[config.mk]
export PLATFORM = sky130hd
export DESIGN_NAME = pipe_stage_reg
export DESIGN_NICKNAME = d
export VERILOG_FILES = /design/src/rtl/pipe_stage_reg.sv
export SDC_FILE = /design/constraint.sdc
export NUM_CORES = 1
export LEC_CHECK = 0
export CAP_MARGIN = 10
export CORE_ASPECT_RATIO = 0.75
export CORE_MARGIN = 2
export CORE_UTILIZATION = 47
export CTS_CLUSTER_SIZE = 8
export DETAILED_ROUTE_END_ITERATION = 6
export PLACE_DENSITY = 0.95
export RECOVER_POWER = 100
export SETUP_SLACK_MARGIN = 0.3
export SLEW_MARGIN = 20
export SYNTH_ARGS = -nofsm -noshare
export SYNTH_HDL_FRONTEND = slang
export SYNTH_SLANG_ARGS = --single-unit
[constraint.sdc]
create_clock -name CLK -period 14 [get_ports CLK]
set_clock_uncertainty 0.15 [all_clocks]
set_input_delay 2.1 -clock CLK [delete_from_list [all_inputs] [get_ports CLK]]
set_output_delay 2.1 -clock CLK [all_outputs]
set_load 0.03 [all_outputs]
[src/rtl/pipe_stage_reg.sv]
// pipe_stage_reg: one-cycle pipeline register with valid/ready handshake, HOLD stall and FLUSH kill.
// Latency 1; define PIPE_SKID_EN to add a skid entry so IN_READY has no path from OUT_READY.
// Backpressure: without skid, IN_READY follows OUT_READY when the main entry is held.
module pipe_stage_reg #(
  parameter int CTRL_W = 16,
  parameter int DATA_W = 128
) (
  input  logic              CLK,
  input  logic              RESET,
  input  logic              FLUSH,
  input  logic              HOLD,
  input  logic              IN_VALID,
  output logic              IN_READY,
  input  logic [CTRL_W-1:0] IN_CTRL,
  input  logic [DATA_W-1:0] IN_DATA,
  output logic              OUT_VALID,
  input  logic              OUT_READY,
  output logic [CTRL_W-1:0] OUT_CTRL,
  output logic [DATA_W-1:0] OUT_DATA,
  output logic [1:0]        OCCUPANCY
);

  typedef enum logic [1:0] {
    EMPTY = 2'd0,
    BUSY  = 2'd1,
    FULL  = 2'd2
  } state_t;

  state_t            state, state_nxt;
  logic [CTRL_W-1:0] main_ctrl, main_ctrl_nxt;
  logic [DATA_W-1:0] main_data, main_data_nxt;
  logic              out_valid;
  logic              in_ready;
  logic              accept;
  logic              drain;

`ifdef PIPE_SKID_EN
  logic [CTRL_W-1:0] skid_ctrl, skid_ctrl_nxt;
  logic [DATA_W-1:0] skid_data, skid_data_nxt;

  assign out_valid = (state == BUSY) | (state == FULL);
  assign in_ready  = (state != FULL) & ~HOLD;
`else
  assign out_valid = (state == BUSY);
  assign in_ready  = ~HOLD & (~out_valid | OUT_READY);
`endif

  assign accept = IN_VALID & in_ready;
  assign drain  = out_valid & OUT_READY & ~HOLD;

  always_comb begin
    state_nxt     = state;
    main_ctrl_nxt = main_ctrl;
    main_data_nxt = main_data;
`ifdef PIPE_SKID_EN
    skid_ctrl_nxt = skid_ctrl;
    skid_data_nxt = skid_data;
`endif
    if (FLUSH) begin
      state_nxt     = EMPTY;
      main_ctrl_nxt = '0;
      main_data_nxt = '0;
`ifdef PIPE_SKID_EN
      skid_ctrl_nxt = '0;
      skid_data_nxt = '0;
`endif
    end else if (!HOLD) begin
      case (state)
        BUSY: begin
          if (accept) begin
`ifdef PIPE_SKID_EN
            if (drain) begin
              main_ctrl_nxt = IN_CTRL;
              main_data_nxt = IN_DATA;
            end else begin
              skid_ctrl_nxt = IN_CTRL;
              skid_data_nxt = IN_DATA;
              state_nxt     = FULL;
            end
`else
            // accept in BUSY implies a simultaneous drain when there is no skid
            main_ctrl_nxt = IN_CTRL;
            main_data_nxt = IN_DATA;
`endif
          end else if (drain) begin
            state_nxt = EMPTY;
          end
        end
`ifdef PIPE_SKID_EN
        FULL: begin
          if (drain) begin
            main_ctrl_nxt = skid_ctrl;
            main_data_nxt = skid_data;
            state_nxt     = BUSY;
          end
        end
`endif
        default: begin
          // EMPTY and any unreachable encoding
          if (accept) begin
            main_ctrl_nxt = IN_CTRL;
            main_data_nxt = IN_DATA;
            state_nxt     = BUSY;
          end
        end
      endcase
    end
  end

  always_ff @(posedge CLK or posedge RESET) begin
    if (RESET) begin
      state     <= EMPTY;
      main_ctrl <= '0;
      main_data <= '0;
`ifdef PIPE_SKID_EN
      skid_ctrl <= '0;
      skid_data <= '0;
`endif
    end else begin
      state     <= state_nxt;
      main_ctrl <= main_ctrl_nxt;
      main_data <= main_data_nxt;
`ifdef PIPE_SKID_EN
      skid_ctrl <= skid_ctrl_nxt;
      skid_data <= skid_data_nxt;
`endif
    end
  end

  always_comb begin
    OCCUPANCY = 2'd0;
    case (state)
      BUSY:    OCCUPANCY = 2'd1;
`ifdef PIPE_SKID_EN
      FULL:    OCCUPANCY = 2'd2;
`endif
      default: OCCUPANCY = 2'd0;
    endcase
  end

  assign IN_READY  = in_ready;
  assign OUT_VALID = out_valid;
  assign OUT_CTRL  = out_valid ? main_ctrl : '0;
  assign OUT_DATA  = main_data;

endmodule

==> results.cfg <==
[timing]
worstMarginPinSlew_ps = 4987
relSlewSlack_pct = -232.5
worst_slack_ps = 5626
rsz0062_at_grt = false
max_freq_mhz = 119.4
finalMaxSlewViolations = 440
fin_crit_sh_pct = 59.81
setup-tns-final_ps = 0
post-route-min-period_ps = 8374
finalHoldViolCount = 0
setup_viol = 0

[logic_synthesis]
synth_seq_area_share_pct = 49.70
ys_ff_latch = 145
synth_top_cell_by_area = dfrtp_1
ys_warn_count = 0
async_flop_share_pct = 100.0
yosys.cell_count.top_type = nand2b_1
ys_types = 15
synth_top_area_share_pct = 49.70
syn_area_per_cell_sq_um = 11.20
synthFlopType = dfrtp_1
synth_nets = 802
synth_edf_count = 0
syn-cell-area_sq_mm = 0.007301
syn_inst = 652
synthTopCellsByArea = dfrtp_1, nand2b_1, mux2i_1
synth_common_cells = nand2b_1, dfrtp_1, mux2i_1

[placed_design]
dp.cells = 1106
place_hpwl_um = 12240
pre_cts_slack_ps = 8203
gp_congestion = 0.7312
io_buffers = 296
placed_area_sq_mm = 0.01028

[clock_network]
cts-root-buf = clkbuf_16
ctsLongestPathBuffers = 2
ctsHoldBuffers = 0
cts.clk_slew.worst_paths_ps = 60
ctsResizeCount = 0
post_cts_buffers = 0
clkSinkCount = 145
clk_latency_ps = 410
cts_tree = built
cts_buffers = 17
h-tree-depth = 4

[grt]
grt_pass1_wl_um = 28950
use_met2_pct = 37.52
antenna_found_initial = 0
grt_pass1_vias = 5640
grt_max_degree = 178
overflow = 0
grt_use_met1_pct = 26.09
use_met3_pct = 8.238
top_usage_layer = met2
track_usage_pct = 22.17

[floorplan]
row_count = 39
dieHeight_um = 111.9
initial_utilization_pct = 47.95
dieArea_sq_mm = 0.01656
coreArea_sq_mm = 0.01522
ioPinCount = 298
die_w_um = 147.9

[route]
vias = 5460
vias_per_cell = 4.798
antenna_left = 0
drt_iter0_markers = 247
routed_wl_um = 18160
drc = 0
wl_per_cell_um = 15.95
first_pass_iters = 6

[run]
cap_violations = 4

[worst_setup_path]
worst_path_max_delay_cell = clkbuf_1
path_common_cell = clkbuf_1
crit_type = in -> reg
end_kind = flop
cpPeakStageDelay_ps = 3640
startpoint_type = input port
path_cells = clkbuf_1 -> clkbuf_1 -> nand2b_1 -> mux2i_1
crit_required_ps = 14100
arrival_ps = 8470
crit_fanout = 177

[pwr]
power.density_mw_per_mm2 = 101.4
leakagePower_nw = 4.935
vdd_drop_max_v = 0.00006869

[final_layout]
area_growth_pct = 48.59
final_cell_area_sq_mm = 0.01085
drive_gt1_share_pct = 3.644
stdcell_count = 1138
fin_nets = 1070
n_antenna_cell = 0

[outcome]
violations = max-capacitance violations, max-slew violations
status = finished, violations left

[worst_hold_path]
min_path_type = reg -> reg
-- worst max-delay path, delay by kind of cell --
family	cells	cell delay, ps
buffers and inverters	2	5760
multiplexers	1	100
AND/OR/NAND/NOR	1	400
-- layer usage --
| layer | vias to the layer above | part of all wire (%) |
|---|---|---|
| li1 | 2625 | - |
| met1 | 2603 | 40 |
| met2 | 198 | 49 |
| met3 | 34 | 8.6 |
| met4 | 0 | 2.3 |
| met5 | - | 0 |
-- cell families after synthesis --
family	after synthesis	synth area share, %
buffers and inverters	52	3.925
AOI/OAI and AO/OA	2	0.1370
DFF	145	49.70
other	1	0.05136
and+or+nand+nor	308	26.44
muxes	144	19.74
-- cell usage in the layout (no fill, tap or decap) --
cell type,n
a21oi_1,1
and2_1,16
and2b_1,1
buf_12,1
bufinv_16,2
clkbuf_1,4
clkbuf_16,17
clkdlybuf4s50_1,147
clkinv_2,1
clkinv_4,2
clkinvlp_2,1
clkinvlp_4,5
conb_1,1
dfrtp_1,145
dlygate4sd3_1,148
inv_1,1
inv_6,4
mux2i_1,144
nand2b_1,289
nor2_1,1
nor2_4,1
o21ai_0,1
-- power by group --
part / switching, mW / leakage [nW] / internal, mW / total (mW)
Combinational: 0.0996 / 2.70 / 0.102 / 0.201
Sequential: 0.0115 / 1.97 / 0.440 / 0.452
Clock: 0.182 / 0.270 / 0.265 / 0.447
Total: 0.293 / 4.94 / 0.806 / 1.10
-- flip-flops by register name (all words and copies together), names as in the netlist --
| register | flops |
|---|---|
| OUT_DATA | 128 |
| main_ctrl | 16 |
| state | 1 |
-- area by class of cell --
type / instances / area, sq um
flip-flops and latches: 145 / 3628
fillers: 1133 / 4377
inverters: 2 / 8.758
multi-input cells: 455 / 3386
well taps: 205 / 256.5
repair buffers: 299 / 2984
clock buffers: 18 / 429.2
clock inverters: 14 / 155.1
-- final timing paths --
check,slack (ps),end,depth (start not counted),start
worst min-delay path,390,OUT_DATA[104]$_DFFE_PP0P_,2,OUT_DATA[104]$_DFFE_PP0P_
worst min register to register,390,OUT_DATA[104]$_DFFE_PP0P_,2,OUT_DATA[104]$_DFFE_PP0P_
worst max register to register,11580,OUT_DATA[77]$_DFFE_PP0P_,4,state[0]$_DFFE_PP0P_
worst max-delay path,5630,OUT_DATA[94]$_DFFE_PP0P_,4,FLUSH
max in group asynchronous,6400,OUT_DATA[63]$_DFFE_PP0P_,3,RESET
min in group asynchronous,3120,OUT_DATA[26]$_DFFE_PP0P_,2,RESET
-- metrics by stage --
step / hold slack [ps] / util (%) / total power [mW]
global placement: 374.7 / 67.51 / 0.6620
floorplan: 358.2 / - / 0.5701
detailed placement: 374.5 / 67.51 / 0.6663
global route: 407.0 / 71.25 / 1.146
finish: 387.0 / 71.25 / 1.100
CTS: 389.2 / 71.35 / 1.114
(Power assumes the default switching activity.)
